[config.mk]
export PLATFORM = sky130hd
export DESIGN_NAME = demux_switchover_ctrl_flat
export DESIGN_NICKNAME = d
export VERILOG_FILES = /design/src/rtl/demux_switchover_ctrl_if.sv /design/src/rtl/demux_switchover_ctrl.sv /design/src/flat_wrapper.sv
export SDC_FILE = /design/constraint.sdc
export NUM_CORES = 1
export LEC_CHECK = 0
export BUFFER_PORTS_ARGS = -buffer_cell sky130_fd_sc_hd__buf_2
export CORE_ASPECT_RATIO = 1.1
export CORE_MARGIN = 3
export CORE_UTILIZATION = 60
export CTS_CLUSTER_SIZE = 30
export DETAILED_ROUTE_END_ITERATION = 10
export HOLD_SLACK_MARGIN = 0.05
export PLACE_DENSITY = 0.92
export SLEW_MARGIN = 25
export SYNTH_ARGS = -nofsm -noshare
export SYNTH_HDL_FRONTEND = slang
export SYNTH_SLANG_ARGS = --single-unit
[constraint.sdc]
create_clock -name axil_aclk -period 5.95 [get_ports axil_aclk]
set_clock_uncertainty 0.15 [all_clocks]
set_input_delay 0.8925 -clock axil_aclk [delete_from_list [all_inputs] [get_ports axil_aclk]]
set_output_delay 0.8925 -clock axil_aclk [all_outputs]
set_load 0.02 [all_outputs]
[src/rtl/demux_switchover_ctrl_if.sv]
// Request, stream-observation and status signals between the control block,
// the demux datapath and the switchover sequencer.
interface demux_switchover_ctrl_if #(
    parameter int M_COUNT    = 2,
    parameter int CL_M_COUNT = $clog2(M_COUNT)
);
    logic [CL_M_COUNT-1:0] cfg_select;
    logic                  cfg_disable_rm;
    logic                  in_tvalid;
    logic                  in_tready;
    logic                  in_tlast;
    logic                  out_tvalid;
    logic                  out_tready;
    logic                  out_tlast;
    logic                  block_ingress;
    logic [CL_M_COUNT-1:0] active_select;
    logic                  active_disable_rm;
    logic                  busy;
    logic                  timeout_flag;
    logic                  underflow_flag;

    modport slave (
        input  cfg_select, cfg_disable_rm,
        input  in_tvalid, in_tready, in_tlast,
        input  out_tvalid, out_tready, out_tlast,
        output block_ingress, active_select, active_disable_rm,
        output busy, timeout_flag, underflow_flag
    );

    modport master (
        output cfg_select, cfg_disable_rm,
        output in_tvalid, in_tready, in_tlast,
        output out_tvalid, out_tready, out_tlast,
        input  block_ingress, active_select, active_disable_rm,
        input  busy, timeout_flag, underflow_flag
    );
endinterface

[src/rtl/demux_switchover_ctrl.sv]
// Sequences a safe demux/RM reconfiguration: gate ingress at a packet boundary,
// drain in-flight packets, apply the new configuration, then hold for a settle interval.
module demux_switchover_ctrl #(
    parameter int M_COUNT       = 2,
    parameter int CL_M_COUNT    = $clog2(M_COUNT),
    parameter int OUT_W         = 8,
    parameter int DRAIN_TIMEOUT = 4096,
    parameter int SETTLE_CYCLES = 16
) (
    input  logic                   axil_aclk,
    input  logic                   axil_aresetn,
    demux_switchover_ctrl_if.slave ctrl
);
    localparam int DRAIN_W  = $clog2(DRAIN_TIMEOUT + 1);
    localparam int SETTLE_W = $clog2(SETTLE_CYCLES + 1);
    localparam logic [DRAIN_W-1:0]  DRAIN_LAST  = DRAIN_W'(DRAIN_TIMEOUT - 1);
    localparam logic [SETTLE_W-1:0] SETTLE_LAST = SETTLE_W'(SETTLE_CYCLES - 1);
    localparam logic [OUT_W-1:0]    OUT_MAX     = '1;

    localparam logic [2:0] IDLE    = 3'd0;
    localparam logic [2:0] QUIESCE = 3'd1;
    localparam logic [2:0] DRAIN   = 3'd2;
    localparam logic [2:0] APPLY   = 3'd3;
    localparam logic [2:0] SETTLE  = 3'd4;

    logic [2:0]            state_reg, state_next;
    logic                  mid_pkt_reg, mid_pkt_next;
    logic [OUT_W-1:0]      outstanding_reg, outstanding_next;
    logic [DRAIN_W-1:0]    drain_cnt_reg, drain_cnt_next;
    logic [SETTLE_W-1:0]   settle_cnt_reg, settle_cnt_next;
    logic [CL_M_COUNT-1:0] req_select_reg, req_select_next;
    logic                  req_disable_rm_reg, req_disable_rm_next;
    logic [CL_M_COUNT-1:0] active_select_reg, active_select_next;
    logic                  active_disable_rm_reg, active_disable_rm_next;
    logic                  block_ingress_reg, block_ingress_next;
    logic                  timeout_flag_reg, timeout_flag_next;
    logic                  underflow_flag_reg, underflow_flag_next;

    logic ing_hs;
    logic ing_last;
    logic egr_last;

    assign ing_hs   = ctrl.in_tvalid & ctrl.in_tready;
    assign ing_last = ing_hs & ctrl.in_tlast;
    assign egr_last = ctrl.out_tvalid & ctrl.out_tready & ctrl.out_tlast;

    // Packet-boundary and in-flight tracking runs in every state.
    always_comb begin : track_comb
        mid_pkt_next        = mid_pkt_reg;
        outstanding_next    = outstanding_reg;
        underflow_flag_next = underflow_flag_reg;
        if (ing_hs) begin
            mid_pkt_next = ~ctrl.in_tlast;
        end
        if (ing_last && !egr_last) begin
            if (outstanding_reg != OUT_MAX) begin
                outstanding_next = outstanding_reg + 1'b1;
            end
        end else if (!ing_last && egr_last) begin
            if (outstanding_reg == '0) begin
                underflow_flag_next = 1'b1;
            end else begin
                outstanding_next = outstanding_reg - 1'b1;
            end
        end
    end

    always_comb begin : fsm_comb
        state_next             = state_reg;
        drain_cnt_next         = drain_cnt_reg;
        settle_cnt_next        = settle_cnt_reg;
        req_select_next        = req_select_reg;
        req_disable_rm_next    = req_disable_rm_reg;
        active_select_next     = active_select_reg;
        active_disable_rm_next = active_disable_rm_reg;
        block_ingress_next     = block_ingress_reg;
        timeout_flag_next      = timeout_flag_reg;
        case (state_reg)
            IDLE: begin
                if ({ctrl.cfg_select, ctrl.cfg_disable_rm} !=
                    {active_select_reg, active_disable_rm_reg}) begin
                    req_select_next     = ctrl.cfg_select;
                    req_disable_rm_next = ctrl.cfg_disable_rm;
                    state_next          = QUIESCE;
                end
            end
            QUIESCE: begin
                // Close the gate only once this cycle's beat leaves us on a boundary.
                if (!mid_pkt_next) begin
                    block_ingress_next = 1'b1;
                    drain_cnt_next     = '0;
                    state_next         = DRAIN;
                end
            end
            DRAIN: begin
                drain_cnt_next = drain_cnt_reg + 1'b1;
                if (outstanding_reg == '0 || drain_cnt_reg == DRAIN_LAST) begin
                    timeout_flag_next      = timeout_flag_reg | (outstanding_reg != '0);
                    // Loaded on entry so the demux sees the new values during APPLY.
                    active_select_next     = req_select_reg;
                    active_disable_rm_next = req_disable_rm_reg;
                    state_next             = APPLY;
                end
            end
            APPLY: begin
                settle_cnt_next = '0;
                state_next      = SETTLE;
            end
            SETTLE: begin
                if (settle_cnt_reg == SETTLE_LAST) begin
                    block_ingress_next = 1'b0;
                    state_next         = IDLE;
                end else begin
                    settle_cnt_next = settle_cnt_reg + 1'b1;
                end
            end
            default: begin
                state_next = IDLE;
            end
        endcase
    end

    always_ff @(posedge axil_aclk or negedge axil_aresetn) begin
        if (!axil_aresetn) begin
            state_reg             <= IDLE;
            mid_pkt_reg           <= 1'b0;
            outstanding_reg       <= '0;
            drain_cnt_reg         <= '0;
            settle_cnt_reg        <= '0;
            req_select_reg        <= '0;
            req_disable_rm_reg    <= 1'b0;
            active_select_reg     <= '0;
            active_disable_rm_reg <= 1'b0;
            block_ingress_reg     <= 1'b0;
            timeout_flag_reg      <= 1'b0;
            underflow_flag_reg    <= 1'b0;
        end else begin
            state_reg             <= state_next;
            mid_pkt_reg           <= mid_pkt_next;
            outstanding_reg       <= outstanding_next;
            drain_cnt_reg         <= drain_cnt_next;
            settle_cnt_reg        <= settle_cnt_next;
            req_select_reg        <= req_select_next;
            req_disable_rm_reg    <= req_disable_rm_next;
            active_select_reg     <= active_select_next;
            active_disable_rm_reg <= active_disable_rm_next;
            block_ingress_reg     <= block_ingress_next;
            timeout_flag_reg      <= timeout_flag_next;
            underflow_flag_reg    <= underflow_flag_next;
        end
    end

    assign ctrl.block_ingress     = block_ingress_reg;
    assign ctrl.active_select     = active_select_reg;
    assign ctrl.active_disable_rm = active_disable_rm_reg;
    assign ctrl.busy              = (state_reg != IDLE);
    assign ctrl.timeout_flag      = timeout_flag_reg;
    assign ctrl.underflow_flag    = underflow_flag_reg;
endmodule

[src/flat_wrapper.sv]
// flat-port wrapper written by rule: the top's interface ports become plain ports
module demux_switchover_ctrl_flat 
#(
    parameter int M_COUNT       = 2,
    parameter int CL_M_COUNT    = $clog2(M_COUNT),
    parameter int OUT_W         = 8,
    parameter int DRAIN_TIMEOUT = 4096,
    parameter int SETTLE_CYCLES = 16
)
  (axil_aclk, axil_aresetn, ctrl_cfg_select, ctrl_cfg_disable_rm, ctrl_in_tvalid, ctrl_in_tready, ctrl_in_tlast, ctrl_out_tvalid, ctrl_out_tready, ctrl_out_tlast, ctrl_block_ingress, ctrl_active_select, ctrl_active_disable_rm, ctrl_busy, ctrl_timeout_flag, ctrl_underflow_flag);
  demux_switchover_ctrl_if #(.M_COUNT(M_COUNT), .CL_M_COUNT(CL_M_COUNT)) ctrl_i ();
  input  logic axil_aclk;
  input  logic axil_aresetn;
  input wire logic [$bits(ctrl_i.cfg_select)-1:0] ctrl_cfg_select;
  input wire logic [$bits(ctrl_i.cfg_disable_rm)-1:0] ctrl_cfg_disable_rm;
  input wire logic [$bits(ctrl_i.in_tvalid)-1:0] ctrl_in_tvalid;
  input wire logic [$bits(ctrl_i.in_tready)-1:0] ctrl_in_tready;
  input wire logic [$bits(ctrl_i.in_tlast)-1:0] ctrl_in_tlast;
  input wire logic [$bits(ctrl_i.out_tvalid)-1:0] ctrl_out_tvalid;
  input wire logic [$bits(ctrl_i.out_tready)-1:0] ctrl_out_tready;
  input wire logic [$bits(ctrl_i.out_tlast)-1:0] ctrl_out_tlast;
  output wire logic [$bits(ctrl_i.block_ingress)-1:0] ctrl_block_ingress;
  output wire logic [$bits(ctrl_i.active_select)-1:0] ctrl_active_select;
  output wire logic [$bits(ctrl_i.active_disable_rm)-1:0] ctrl_active_disable_rm;
  output wire logic [$bits(ctrl_i.busy)-1:0] ctrl_busy;
  output wire logic [$bits(ctrl_i.timeout_flag)-1:0] ctrl_timeout_flag;
  output wire logic [$bits(ctrl_i.underflow_flag)-1:0] ctrl_underflow_flag;
  assign ctrl_i.cfg_select = ctrl_cfg_select;
  assign ctrl_i.cfg_disable_rm = ctrl_cfg_disable_rm;
  assign ctrl_i.in_tvalid = ctrl_in_tvalid;
  assign ctrl_i.in_tready = ctrl_in_tready;
  assign ctrl_i.in_tlast = ctrl_in_tlast;
  assign ctrl_i.out_tvalid = ctrl_out_tvalid;
  assign ctrl_i.out_tready = ctrl_out_tready;
  assign ctrl_i.out_tlast = ctrl_out_tlast;
  assign ctrl_block_ingress = ctrl_i.block_ingress;
  assign ctrl_active_select = ctrl_i.active_select;
  assign ctrl_active_disable_rm = ctrl_i.active_disable_rm;
  assign ctrl_busy = ctrl_i.busy;
  assign ctrl_timeout_flag = ctrl_i.timeout_flag;
  assign ctrl_underflow_flag = ctrl_i.underflow_flag;
  demux_switchover_ctrl #(.M_COUNT(M_COUNT), .CL_M_COUNT(CL_M_COUNT), .OUT_W(OUT_W), .DRAIN_TIMEOUT(DRAIN_TIMEOUT), .SETTLE_CYCLES(SETTLE_CYCLES)) u_core (.axil_aclk(axil_aclk), .axil_aresetn(axil_aresetn), .ctrl(ctrl_i));
endmodule
* After elaboration in Yosys (flattened, before gate mapping)
Cells that the tools add are included.
** Storage, ports and cells
- Word-level logic and storage cells :: 76
- Bits in registers :: 37
** Operators by class
- Bitwise logic cells :: 7
- Equal/unequal tests :: 15
- Mux-type cells :: 17
- Reductions and logical operators :: 21
- Add/sub/neg operators :: 4
** Operators by type and width (number)
- 8-bit two-way mux :: 4
- 13-bit one-hot mux with 2 select lines :: 1
- 3-bit one-hot mux with 5 select lines :: 1
- 13-bit by 1-bit adder with 13-bit output, second input constant :: 1
- 13-bit by 12-bit == test with 1-bit output, second input constant :: 1
- 13-bit two-way mux :: 1
- 3-bit two-way mux :: 4
- 5-bit one-hot mux with 2 select lines :: 1
- 3-bit AND reduction :: 3
- 8-bit by 1-bit adder with 8-bit output, second input constant :: 1
- 8-bit logical NOT :: 1
- 2-bit by 1-bit inequality test with 1-bit output, second input constant :: 4
- 8-bit inequality test, second input constant :: 1
- 2-bit AND reduction :: 4
- 2-bit nonzero test :: 4
- 8-bit nonzero test :: 1
- 8-bit by 1-bit subtractor with 8-bit output, second input constant :: 1
- 3-bit by 2-bit == test with 1-bit output, second input constant :: 2
- 2-bit inequality test, second input constant :: 3
- 5-bit by 1-bit adder with 5-bit output, second input constant :: 1
- 5-bit by 4-bit == test with 1-bit output, second input constant :: 1
- 5-bit two-way mux :: 1
- 1-bit bitwise AND :: 4
- 4-bit AND reduction :: 1
- 12 further kinds :: 17

* Longest topological paths before layout
Gate-level depths: netlist (run 1).
- Depth after elaboration :: 6
- Mapped depth :: 8
- Mapped depth without buffers :: 8

* Worst setup path before layout (run 1)
Ideal clock, no wire load.
- Path type :: input-to-reg
- Start point :: input ctrl_out_tvalid
- End point :: register u_core.outstanding_reg[7]
- Setup time :: 0.080 ns
- Data arrival time :: 2.711 ns
- Required time :: 5.720 ns
- Slack :: 3.009 ns
- Stages on the path :: 8
- Cells stage by stage :: nand3_1 -> nand4_1 -> ha_1 -> o21ai_0 -> or3_1 -> and4_1 -> o21ai_0 -> xnor2_1
** On the way
- Word-level cells in the longest chain between the ends :: 6
- Elaborated cells between the ends (all ways) :: 10
- Classes of those cells :: 2 x eq/ne; 1 x mux; 2 x bitwise; 5 x reduce/logical
** RTL lines
- start: declaration :: line flat_wrapper.sv:19 : input wire logic [$bits(ctrl_i.out_tvalid)-1:0] ctrl_out_tvalid;
- 1-bit bitwise AND * (2 in series) :: line demux_switchover_ctrl.sv:45 : assign egr_last = ctrl.out_tvalid & ctrl.out_tready & ctrl.out_tlast;
- 1-bit logical NOT :: line demux_switchover_ctrl.sv:55 : if (ing_last && !egr_last) begin
- 1-bit logical AND :: line demux_switchover_ctrl.sv:55
- 2-bit inequality test (no source line) (tied with other cells)
- 3-bit AND reduction (no source line)
- end signal: assignment :: line demux_switchover_ctrl.sv:140 : outstanding_reg <= outstanding_next;
- end: declaration :: line demux_switchover_ctrl.sv:28 : logic [OUT_W-1:0] outstanding_reg, outstanding_next;
Mark *: on every way between the ends. The rest lies on a longest branch, timed or not.
A chain may end at the register's enable or synchronous reset.

* Worst setup path in the final report (run 1)
Ends and elaborated chain as after synthesis.

==> results of run 1 <==
==> how the worst max path moves through the flow <==
stage          slack [ps]  depth (start not counted)                                     to
2_1_floorplan        3010                          8  u_core.outstanding_reg[7]$_DFFE_PN0P_
3_3_place_gp         2740                          9  u_core.outstanding_reg[7]$_DFFE_PN0P_
3_5_place_dp         2650                          9  u_core.outstanding_reg[7]$_DFFE_PN0P_
4_1_cts              3000                          9  u_core.outstanding_reg[7]$_DFFE_PN0P_
5_1_grt              2800                          9  u_core.outstanding_reg[7]$_DFFE_PN0P_
6_report             3000                          9  u_core.outstanding_reg[7]$_DFFE_PN0P_
==> synthesized netlist by cell type (3+ instances only) <==
library cell / instances / area share [%]
dfrtp_1: 37 / 45
nor2_1: 24 / 4.4
a21oi_1: 19 / 4.6
nand2_1: 15 / 2.7
ha_1: 9 / 5.4
nand3_1: 9 / 2.2
mux2_2: 8 / 4.4
o21ai_0: 8 / 1.9
xnor2_1: 8 / 3.4
a31oi_1: 7 / 2.1
inv_1: 6 / 1.1
nand4_1: 6 / 1.8
a211oi_1: 4 / 1.5
a21o_1: 4 / 1.5
buf_2: 3 / 0.73
o21bai_1: 3 / 1.1
==> cells by family after synthesis <==
family          count (synthesis)
xor+xnor                       10
buf+inv                        11
compound gates                 57
fa+ha+maj                      10
simple gates                   74
mux                            10
flops                          37
==> metal layers <==
layer | part of all wire, % | vias up | GRT usage, %
met3 | 4.0 | 6 | 6.31
met1 | 45 | 795 | 28.7
met5 | 0 | - | 0
met4 | 1.6 | 0 | 7.16
met2 | 49 | 33 | 35.5
li1 | - | 805 | -
==> power groups by stage <==
stage | clock (mW) | combinational, mW | sequential (mW)
detailed placement | 0 | 0.402 | 0.427
floorplan | 0 | 0.341 | 0.393
finish | 0.134 | 0.402 | 0.423
global placement | 0 | 0.386 | 0.422
CTS | 0.138 | 0.405 | 0.422
global route | 0.147 | 0.458 | 0.438
==> metrics by stage <==
step,std cells,hold slack [ps],area [µm²],power [mW]
2_1_floorplan,209,304,2070,0.734
3_3_place_gp,265,288,2180,0.808
5_1_grt,272,349,2230,1.04
4_1_cts,272,316,2230,0.964
3_5_place_dp,265,292,2180,0.830
6_report,272,309,2230,0.959
==> area by class of cell <==
class                           count  share of cell area, %
Sequential cell                    37                   41.4
Multi-Input combinational cell    161                   49.2
Timing Repair Buffer               15                   3.36
Inverter                            6                   1.01
Tap cell                           46                   2.58
Clock buffer                        7                   2.46
==> summary.txt, run 1 <==
Setup path
  • Crit-path max cell delay: 540 ps
  • Crit path max-delay cell type: ha_1
  • Flop2flop setup slack: 3600 ps
  • Worst setup path class: primary input to flip-flop
  • Worst R2R Path Depth: 6
  • Critical Path RT: 6060 ps
  • R2r endpoint: u_core.ctrl.active_disable_rm$_DFFE_PN0P_
  • Reg2reg start: u_core.drain_cnt_reg[1]$_DFFE_PN0P_
  • Crit end category: flip-flop
  • CP delay by family, top: simple AND/OR/NAND/NOR gates
  • Most frequent CP cell: o21ai_0
  • Worst-path cell chain: buf_2 -> nand3_1 -> nand4_1 -> ha_1 -> o21ai_0 -> or3_1 -> and4_1 -> o21ai_0 -> xnor2_1
  • CP arrival: 3060 ps
  • Worst path bufs/invs: 1
  • Worst setup startpoint: ctrl_out_tvalid
  • CP max FO: 10
  • Critical path startpoint category: primary input

Detailed routing
  • WL/cell: 14.4 µm
  • Pre-antenna DRT Iters: 4
  • Routed WL: 3910 µm
  • Iter 0 DRT Violations: 119
  • Via count: 1639
  • Detailed-route vias per instance: 6.03
  • Antenna-violating nets left: 0
  • DRC Markers: 0

Layout
  • FILL cells: 249
  • Layout Nets: 246
  • Max reg flops: 13
  • Layout area overhead: 7.98%
  • Most frequent cells in the layout: dfrtp_1, nor2_1, a21oi_1, nand2_1, buf_2
  • Share of cells above drive strength 1: 16.4%
  • Register area: 926 µm²
  • Finished Core Util: 70.3%
  • Multi-input logic area: 1100 µm²
  • Diodes inserted: 0
  • Commonest non-fill, non-tap cell in the layout: dfrtp_1

GRT
  • Largest net degree at the start of global routing: 38
  • Number of global-route vias before repair: 1567
  • Gr usage total: 22.2%
  • GRT Residual Overflow: 0
  • Initial antenna violation count: 0
  • Global-route wire length before repair: 6880 µm

Synth
  • Synthesized netlist cell count: 209
  • Sequential area share after synthesis: 44.7%
  • Yosys warnings: 0
  • Synth unique cells: 45
  • Simple-gate share of the synthesized area: 18.3%
  • Syn Nets: 229
  • Cell Area, Synth: 2070 µm²
  • Number of synthesized flops with an enable pin: 0
  • Adder-cell share of the synthesized area: 6.41%
  • Synth Flop Type: dfrtp_1
  • Synthesized area per cell: 9.90 µm²
  • Synth async-reset ratio: 100%
  • Mux cell area share after synthesis: 5.32%
  • Post-synthesis xor/xnor area fraction: 4.23%
  • Compound-Gate Fraction of Synth Area: 18.8%
  • Largest family of logic cells by synthesized area: compound AO/OA/AOI/OAI gates
  • Yosys reg bits: 37

Min path
  • HP Class: flip-flop to flip-flop
  • Worst-case hold path end point: u_core.ctrl.timeout_flag$_DFFE_PN0P_
  • Hold path start: u_core.ctrl.timeout_flag$_DFFE_PN0P_
  • Hold path cells: 1

STA
  • RSZ-0062 raised after global routing: false
  • Final hold violation count: 0
  • Relative slew slack: 47.5%
  • # setup viols final: 0
  • Worst setup margin: 3000 ps
  • Min Tclk post-route: 2950 ps
  • Setup TNS: 0 ps
  • Worst-Margin Slew: 788 ps
  • Achievable frequency: 340 MHz
  • Tcrit/Tclk final: 49.5%
  • Slew Viols, Final: 0

CTS
  • CTS H-tree depth: 2
  • Resized cells post-CTS: 0
  • Post-CTS Setup Inserts: 0
  • # hold bufs at CTS: 0
  • Later-pin clock latency in the skew report: 340 ps
  • Clock-pin slew on the worst setup and hold paths: 100 ps
  • Total CTS buffers: 5
  • Clock buffer depth: 2
  • CTS tree: yes
  • Root buffer cell: clkbuf_4
  • Clock Sinks: 37

Floorplanning
  • I/O pins: 16
  • Core Area: 3180 µm²
  • # rows: 21
  • Die W: 62.0 µm
  • Die area: 4190 µm²
  • Initial core utilization: 65.1%
  • Die span in y: 67.6 µm

Power
  • Logic pwr share: 41.9%
  • VDD IR-drop max: 0.284 mV
  • Switch share: 40.8%
  • Pwr dens: 429 nW/µm²
  • Int Pwr: 0.568 mW
  • Leakage: 0.962 nW
  • Reg power frac: 44.1%
  • Psw: 0.391 mW
  • Clock Power Share: 14.0%

Place
  • Gpl congestion: 0.903
  • Port-buffer cells: 15
  • DP Worst Slack: 2650 ps
  • DP HPWL: 2780 µm

Outcome
  • Outcome: completed

Job
  • Max_cap viols: 0
No activity file was read; power rests on OpenSTA's default activity.
==> run 2, diff against run 1 <==
--- a/config.mk
+++ b/config.mk
@@ -5,6 +5,7 @@
 export SDC_FILE = /design/constraint.sdc
 export NUM_CORES = 1
 export LEC_CHECK = 0
+export ABC_AREA = 1
 export BUFFER_PORTS_ARGS = -buffer_cell sky130_fd_sc_hd__buf_2
 export CORE_ASPECT_RATIO = 1.1
 export CORE_MARGIN = 3
@@ -12,7 +13,7 @@
 export CTS_CLUSTER_SIZE = 30
 export DETAILED_ROUTE_END_ITERATION = 10
 export HOLD_SLACK_MARGIN = 0.05
-export PLACE_DENSITY = 0.92
+export PLACE_DENSITY = 0.91
 export SLEW_MARGIN = 25
 export SYNTH_ARGS = -nofsm -noshare
 export SYNTH_HDL_FRONTEND = slang
==> constraint.sdc (replaced) <==
create_clock -name axil_aclk -period 2.8 [get_ports axil_aclk]
set_clock_uncertainty 0.15 [all_clocks]
set_input_delay 0.42 -clock axil_aclk [delete_from_list [all_inputs] [get_ports axil_aclk]]
set_output_delay 0.42 -clock axil_aclk [all_outputs]
set_load 0.02 [all_outputs]
==> run 2 against run 1 <==
  * Wire length grew 15%
  * Area after synthesis grew 8.9%
  * Setup slack lost 2300 ps
  * Non-clock buffer count grew 1
  * Largest cell class unchanged
==> summary.txt, run 2 <==
Floorplanning
  • Core Area: 3470 µm² (was 3180 µm²)
  • # rows: 22 (was 21)
  • Die area: 4530 µm² (was 4190 µm²)
  • I/O pins: 16 (unchanged)
  • Die W: 64.4 µm (was 62.0 µm)
  • Die span in y: 70.3 µm (was 67.6 µm)
  • Initial core utilization: 65.0% (was 65.1%)

Synth
  • Area share of the leading cell type in the synthesized netlist: 41.1% (was 44.7%)
  • Number of synthesized flops with an enable pin: 0 (unchanged)
  • Synthesized area per cell: 7.83 µm² (was 9.90 µm²)
  • Synth Flop Type: dfrtp_1 (unchanged)
  • Yosys reg bits: 37 (unchanged)
  • Sequential area share after synthesis: 41.1% (was 44.7%)
  • Synthesized netlist cell count: 288 (was 209)
  • Synth async-reset ratio: 100% (unchanged)
  • Top cells by count, synth: nand2_1, dfrtp_1, inv_1 (was dfrtp_1, nor2_1, a21oi_1)
  • Synth area leader: dfrtp_1 (unchanged)
  • Synth top area cells: dfrtp_1, nand2_1, nand3_1, inv_1, ha_1 (was dfrtp_1, ha_1, a21oi_1, mux2_2, nor2_1)
  • Syn Nets: 308 (was 229)
  • Synth unique cells: 37 (was 45)
  • Yosys warnings: 0 (unchanged)
  • Cell Area, Synth: 2250 µm² (was 2070 µm²)
  • Most common cell in the synthesized netlist: nand2_1 (was dfrtp_1)

Layout
  • Diodes inserted: 0 (unchanged)
  • Finished Core Util: 71.3% (was 70.3%)
  • Share of cells above drive strength 1: 16.4% (about the same)
  • Max reg flops: 13 (unchanged)
  • Register area: 926 µm² (unchanged)
  • Layout area overhead: 9.66% (was 7.98%)
  • Commonest non-fill, non-tap cell in the layout: nand2_1 (was dfrtp_1)
  • Layout Nets: 330 (was 246)
  • Most frequent cells in the layout: nand2_1, dfrtp_1, inv_1, nand3_1, nor2_1 (was dfrtp_1, nor2_1, a21oi_1, nand2_1, buf_2)
  • Multi-input logic area: 1170 µm² (was 1100 µm²)
  • FILL cells: 276 (was 249)

STA
  • Tcrit/Tclk final: 73.9%
  • Worst setup margin: 732 ps (was 3000 ps)
  • Relative slew slack: 45.7% (was 47.5%)
  • Achievable frequency: 483 MHz
  • # setup viols final: 0 (unchanged)
  • Setup TNS: 0 ps (unchanged)
  • Slew Viols, Final: 0 (unchanged)
  • Final hold violation count: 0 (unchanged)
  • RSZ-0062 raised after global routing: false (unchanged)
  • WHS: 175 ps (was 309 ps)
  • Worst-Margin Slew: 815 ps (was 788 ps)
  • Min Tclk post-route: 2070 ps

CTS
  • Clock Sinks: 37 (unchanged)
  • Clock-pin slew on the worst setup and hold paths: 130 ps (was 100 ps)
  • CTS tree: yes (unchanged)
  • Root buffer cell: clkbuf_4 (unchanged)
  • Later-pin clock latency in the skew report: 360 ps (was 340 ps)
  • Clock buffer depth: 2 (unchanged)
  • Resized cells post-CTS: 0 (unchanged)
  • Total CTS buffers: 5 (unchanged)
  • CTS H-tree depth: 2 (unchanged)

Power
  • Pwr dens: 936 nW/µm² (was 429 nW/µm²)
  • VDD IR-drop max: 0.516 mV (was 0.284 mV)
  • Int Pwr: 1.27 mW (was 0.568 mW)
  • PnR Total Power: 2.31 mW (was 0.959 mW)
  • Reg power frac: 37.6% (was 44.1%)
  • Switch share: 45.2% (was 40.8%)
  • Psw: 1.05 mW (was 0.391 mW)
  • Logic pwr share: 45.9% (was 41.9%)
  • Leakage: 1.25 nW (was 0.962 nW)
  • Clock Power Share: 16.5% (was 14.0%)

Setup path
  • Worst R2R Path Depth: 9 (was 6)
  • Critical Path RT: 2230 ps (was 6060 ps)
  • Worst setup path class: flip-flop to output port (was primary input to flip-flop)
  • R2r endpoint: u_core.outstanding_reg[7]$_DFFE_PN0P_ (was u_core.ctrl.active_disable_rm$_DFFE_PN0P_)
  • Crit end category: output port (was flip-flop)
  • Critical path startpoint category: flip-flop (was primary input)
  • CP arrival: 1500 ps (was 3060 ps)
  • CP max FO: 4 (was 10)
  • Flop2flop setup slack: 1080 ps (was 3600 ps)
  • Reg2reg start: u_core.outstanding_reg[2]$_DFFE_PN0P_ (was u_core.drain_cnt_reg[1]$_DFFE_PN0P_)

Detailed routing
  • Antenna-violating nets left: 0 (unchanged)
  • Detailed-route vias per instance: 5.43 (was 6.03)
  • Pre-antenna DRT Iters: 4 (unchanged)
  • Iter 0 DRT Violations: 137 (was 119)
  • Via count: 1951 (was 1639)
  • DRC Markers: 0 (unchanged)
  • Routed WL: 4510 µm (was 3910 µm)
  • WL/cell: 12.6 µm (was 14.4 µm)

GRT
  • Largest net degree at the start of global routing: 38 (unchanged)
  • Number of global-route vias before repair: 1927 (was 1567)
  • Global-route wire length before repair: 8030 µm (was 6880 µm)
  • GRT Residual Overflow: 0 (unchanged)
  • Initial antenna violation count: 0 (unchanged)
  • Gr usage total: 22.3% (was 22.2%)

Place
  • DP Worst Slack: 538 ps (was 2650 ps)
  • DP HPWL: 3310 µm (was 2780 µm)
  • Gpl congestion: 0.938 (was 0.903)
  • Port-buffer cells: 15 (unchanged)

Min path
  • HP Class: primary input to flip-flop (was flip-flop to flip-flop)
  • Worst-case hold path end point: u_core.req_select_reg$_DFFE_PN0P_ (was u_core.ctrl.timeout_flag$_DFFE_PN0P_)
  • Hold path cells: 3 (was 1)
  • Hold path start: ctrl_cfg_select (was u_core.ctrl.timeout_flag$_DFFE_PN0P_)

Job
  • Max_cap viols: 0 (unchanged)

Outcome
  • Outcome: completed (unchanged)
## run 2: repair_timing
| action | 4_1_cts | 5_1_grt |
|---|---|---|
| hold buffers | 1 | 0 |
| endpoints found under the hold margin | 37 | 0 |
| buffers inserted | 0 | 0 |
## run 2: critical path, stage by stage, from the launching register on
cell     delay [ps]
dfrtp_1         480
nor2_2          220
inv_1            60
nor2_1          170
inv_1            60
buf_2           150
## run 2: area by class of cell
| cell class | instances | share of cell area (%) |
|---|---|---|
| inverters | 37 | 5.82 |
| well taps | 48 | 2.43 |
| repair buffers | 16 | 3.44 |
| flip-flops and latches | 37 | 37.4 |
| multi-input cells | 213 | 47.5 |
| clock inverters | 3 | 1.87 |
| clock buffers | 5 | 1.52 |
## run 2: power groups by stage
stage	sequential, mW	clock, mW	combinational, mW
4_1_cts	0.869	0.387	1.07
6_report	0.870	0.382	1.06
2_1_floorplan	0.872	0	0.811
3_3_place_gp	0.876	0	1.01
3_5_place_dp	0.880	0	1.05
5_1_grt	0.897	0.410	1.22
## run 2: how the worst max path moves through the flow
stage,start,endpoint,slack (ps)
global route,u_core.state_reg[0]$_DFFE_PN0P_,ctrl_busy,600
CTS,u_core.state_reg[0]$_DFFE_PN0P_,ctrl_busy,720
floorplan,ctrl_in_tvalid,u_core.outstanding_reg[7]$_DFFE_PN0P_,810
detailed placement,ctrl_in_tvalid,u_core.outstanding_reg[7]$_DFFE_PN0P_,540
finish,u_core.state_reg[0]$_DFFE_PN0P_,ctrl_busy,730
global placement,ctrl_in_tvalid,u_core.outstanding_reg[7]$_DFFE_PN0P_,620
## run 2: layer usage
metal / routed length [µm] / global-route usage [%]
met5: 0 / 0
met3: 222 / 5.95
met2: 2280 / 37.4
met1: 1930 / 27.5
met4: 71 / 7.75
## run 2: metrics by stage
stage | std cells | area, µm²
after floorplan | 288 | 2250
after global placement | 350 | 2380
after detailed placement | 350 | 2380
after CTS | 359 | 2470
after global routing | 359 | 2470
final | 359 | 2470
## run 2: kinds of logic (layout without fill, tap and decap cells)
kind of cell | Yosys count | after routing | synth area share, %
xor gates and xnor gates | 6 | 6 | 2.33
buffers and inverters | 38 | 61 | 6.88
and+or+nand+nor | 166 | 166 | 35.2
DFF | 37 | 37 | 41.1
adders and majority gates | 10 | 10 | 5.88
AOI/OAI and AO/OA | 31 | 31 | 8.66
==> run 3, diff against run 2 <==
--- a/config.mk
+++ b/config.mk
@@ -5,11 +5,11 @@
 export SDC_FILE = /design/constraint.sdc
 export NUM_CORES = 1
 export LEC_CHECK = 0
-export ABC_AREA = 1
+export ABC_AREA = 0
 export BUFFER_PORTS_ARGS = -buffer_cell sky130_fd_sc_hd__buf_2
 export CORE_ASPECT_RATIO = 1.1
 export CORE_MARGIN = 3
-export CORE_UTILIZATION = 60
+export CORE_UTILIZATION = 59
 export CTS_CLUSTER_SIZE = 30
 export DETAILED_ROUTE_END_ITERATION = 10
 export HOLD_SLACK_MARGIN = 0.05
==> constraint.sdc (replaced) <==
create_clock -name axil_aclk -period 2.01 [get_ports axil_aclk]
set_clock_uncertainty 0.15 [all_clocks]
set_input_delay 0.3015 -clock axil_aclk [delete_from_list [all_inputs] [get_ports axil_aclk]]
set_output_delay 0.3015 -clock axil_aclk [all_outputs]
set_load 0.02 [all_outputs]
==> run 3 against run 2 <==
  * The flow now finishes with violations (negative setup slack)
  * Hold slack got worse by 120 ps
  * Wire length increased by 39%
  * Global-route usage increased by 2.2 points
  * Cell area increased by 13%
  * Combinational power increased by 100%
  * Count of clock-buffer cells in the layout increased by 2
  * Setup slack got worse by 770 ps
  * Largest power group unchanged
  * Highest routed layer unchanged
==> summary.txt, run 3 (same netlist as run 1, synthesis figures left out) <==
Layout
  • Layout Nets: 292 (was 330)
  • Register area: 928 µm² (was 926 µm²)
  • Commonest non-fill, non-tap cell in the layout: buf_4 (was nand2_1)
  • Diodes inserted: 0 (unchanged)
  • Most frequent cells in the layout: buf_4, dfrtp_1, nor2_1, a21oi_1 (was nand2_1, dfrtp_1, inv_1, nand3_1, nor2_1)
  • Layout area overhead: 35.3% (was 9.66%)
  • FILL cells: 159 (was 276)
  • Finished Cell Area: 2800 µm² (was 2470 µm²)
  • Max reg flops: 13 (unchanged)
  • Multi-input logic area: 1280 µm² (was 1170 µm²)
  • Share of cells above drive strength 1: 39.6% (was 16.4%)

Place
  • Port-buffer cells: 15 (unchanged)
  • DP HPWL: 3190 µm (was 3310 µm)
  • Gpl congestion: 0.862 (was 0.938)
  • Cell Area, Placed: 2460 µm² (was 2380 µm²)
  • DP Worst Slack: -290 ps (was 538 ps)

CTS
  • Total CTS buffers: 5 (unchanged)
  • Clock Sinks: 37 (unchanged)
  • Root buffer cell: clkbuf_4 (unchanged)
  • CTS H-tree depth: 2 (unchanged)
  • Clock-pin slew on the worst setup and hold paths: 120 ps (was 130 ps)
  • CTS tree: yes (unchanged)
  • Clock buffer depth: 2 (unchanged)
  • Later-pin clock latency in the skew report: 370 ps (was 360 ps)

Min path
  • Worst-case hold path end point: u_core.req_select_reg$_DFFE_PN0P_ (unchanged)
  • HP Class: primary input to flip-flop (unchanged)
  • Hold path cells: 2 (was 3)
  • Hold path start: ctrl_cfg_select (unchanged)

Setup path
  • Crit-path max cell delay: 440 ps (was 480 ps)
  • R2r endpoint: u_core.ctrl.active_disable_rm$_DFFE_PN0P_ (was u_core.outstanding_reg[7]$_DFFE_PN0P_)
  • CP max FO: 2 (was 4)
  • Critical path startpoint category: flip-flop (unchanged)
  • Flop2flop setup slack: -40 ps (was 1080 ps)
  • Worst R2R Path Depth: 6 (was 9)
  • Crit end category: flip-flop (was output port)
  • Reg2reg start: u_core.drain_cnt_reg[0]$_DFFE_PN0P_ (was u_core.outstanding_reg[2]$_DFFE_PN0P_)
  • Worst-path cell chain: ha_4 -> nand3_4 -> or4_4 -> o22a_4 -> nor2_4 -> mux2_4 (was nor2_2 -> inv_1 -> nor2_1 -> inv_1 -> buf_2)
  • Crit path max-delay cell type: or4_4 (was dfrtp_1)
  • CP arrival: 2150 ps (was 1500 ps)
  • Worst setup path class: flip-flop to flip-flop (was flip-flop to output port)
  • Critical Path RT: 2110 ps (was 2230 ps)

GRT
  • Initial antenna violation count: 0 (unchanged)
  • Gr usage total: 24.5% (was 22.3%)
  • Global-route wire length before repair: 8060 µm (was 8030 µm)
  • Largest net degree at the start of global routing: 38 (unchanged)
  • GRT Residual Overflow: 0 (unchanged)
  • Number of global-route vias before repair: 1794 (was 1927)

STA
  • Worst setup margin: -35.8 ps (was 732 ps)
  • Achievable frequency: 489 MHz
  • Final hold violation count: 0 (unchanged)
  • # setup viols final: 5 (was 0)
  • Worst-Margin Slew: 451 ps (was 815 ps)
  • Min Tclk post-route: 2050 ps
  • Setup TNS: -120 ps (was 0 ps)
  • RSZ-0062 raised after global routing: true (was false)
  • Relative slew slack: 69.9% (was 45.7%)
  • Slew Viols, Final: 0 (unchanged)
  • WHS: 56.2 ps (was 175 ps)
  • Tcrit/Tclk final: 102%

Detailed routing
  • Pre-antenna DRT Iters: 6 (was 4)
  • Routed WL: 6280 µm (was 4510 µm)
  • Iter 0 DRT Violations: 180 (was 137)
  • Detailed-route vias per instance: 6.29 (was 5.43)
  • WL/cell: 19.7 µm (was 12.6 µm)
  • DRC Markers: 0 (unchanged)
  • Antenna-violating nets left: 0 (unchanged)
  • Via count: 2008 (was 1951)

Power
  • Psw: 1.64 mW (was 1.05 mW)
  • Logic pwr share: 54.5% (was 45.9%)
  • PnR Total Power: 3.94 mW (was 2.31 mW)
  • Pwr dens: 1410 nW/µm² (was 936 nW/µm²)
  • Reg power frac: 31.2% (was 37.6%)
  • VDD IR-drop max: 1.15 mV (was 0.516 mV)
  • Int Pwr: 2.30 mW (was 1.27 mW)
  • Switch share: 41.7% (was 45.2%)
  • Leakage: 1.21 nW (was 1.25 nW)
  • Clock Power Share: 14.3% (was 16.5%)

Floorplanning
  • I/O pins: 16 (unchanged)
  • Die span in y: 68.1 µm (was 70.3 µm)
  • Initial core utilization: 64.6% (was 65.0%)
  • Core Area: 3210 µm² (was 3470 µm²)
  • Die W: 62.5 µm (was 64.4 µm)
  • Die area: 4260 µm² (was 4530 µm²)
  • # rows: 21 (was 22)

Outcome
  • Outcome: finished with violations (was completed)
  • Failing checks: negative setup slack

Job
  • Max_cap viols: 0 (unchanged)
-- run 3: worst max-delay path by stage --
stage,startpoint,to,slack [ps],cells past startpoint
final,u_core.drain_cnt_reg[0]$_DFFE_PN0P_,u_core.ctrl.active_disable_rm$_DFFE_PN0P_,-40,6
after global routing,u_core.drain_cnt_reg[0]$_DFFE_PN0P_,u_core.state_reg[0]$_DFFE_PN0P_,-80,6
after CTS,u_core.drain_cnt_reg[0]$_DFFE_PN0P_,u_core.ctrl.active_disable_rm$_DFFE_PN0P_,-60,6
after detailed placement,ctrl_out_tvalid,u_core.outstanding_reg[6]$_DFFE_PN0P_,-290,10
after global placement,ctrl_out_tvalid,u_core.outstanding_reg[7]$_DFFE_PN0P_,-210,10
after floorplan,ctrl_out_tvalid,u_core.outstanding_reg[7]$_DFFE_PN0P_,-320,8
-- run 3: layer usage --
layer  routed length [µm]  share of wire, %  global-route usage [%]  vias up
li1                     -                 -                       -      893
met1                 2510                40                    28.5      969
met2                 3110                50                    42.2      125
met3                  491               7.8                    6.24       21
met4                  170               2.7                    13.2        0
met5                    0                 0                       0        -
-- run 3: power groups by stage --
stage	registers, mW	logic, mW	clock network [mW]
after floorplan	1.16	1.02	0
after global placement	1.16	1.56	0
after detailed placement	1.17	1.62	0
after CTS	1.17	1.70	0.557
after global routing	1.25	2.29	0.597
final	1.23	2.15	0.564
-- run 3: cell type report --
type	instances	area share (%)
sequential	37	33.2
timing repair buffer	61	15.2
clock buffer	7	1.97
multi-input combinational	161	45.8
tap	46	2.06
clock inverter	1	1.07
inverter	6	0.804
-- run 3: through the flow --
step	cells	util, %
after global placement	301	76.7
after detailed placement	301	76.7
final	319	87.4
after global routing	319	87.4
after CTS	312	80.8
after floorplan	209	-
-- run 3: timing repair --
item / CTS / global route
endpoints found under the setup margin: 8 / 16
resized for setup: 5 / 29
cloned: 0 / 0
pin swaps: 3 / 7
hold endpoints to repair: 37 / 1
hold buffers: 1 / 1
setup buffers: 2 / 6
-- run 3: worst max-delay path, delay by kind of cell, from the launching register on --
family          cells  cell delay [ps]
simple gates        3              640
fa+ha+maj           1              170
compound gates      1              230
flops               1              430
mux                 1              310
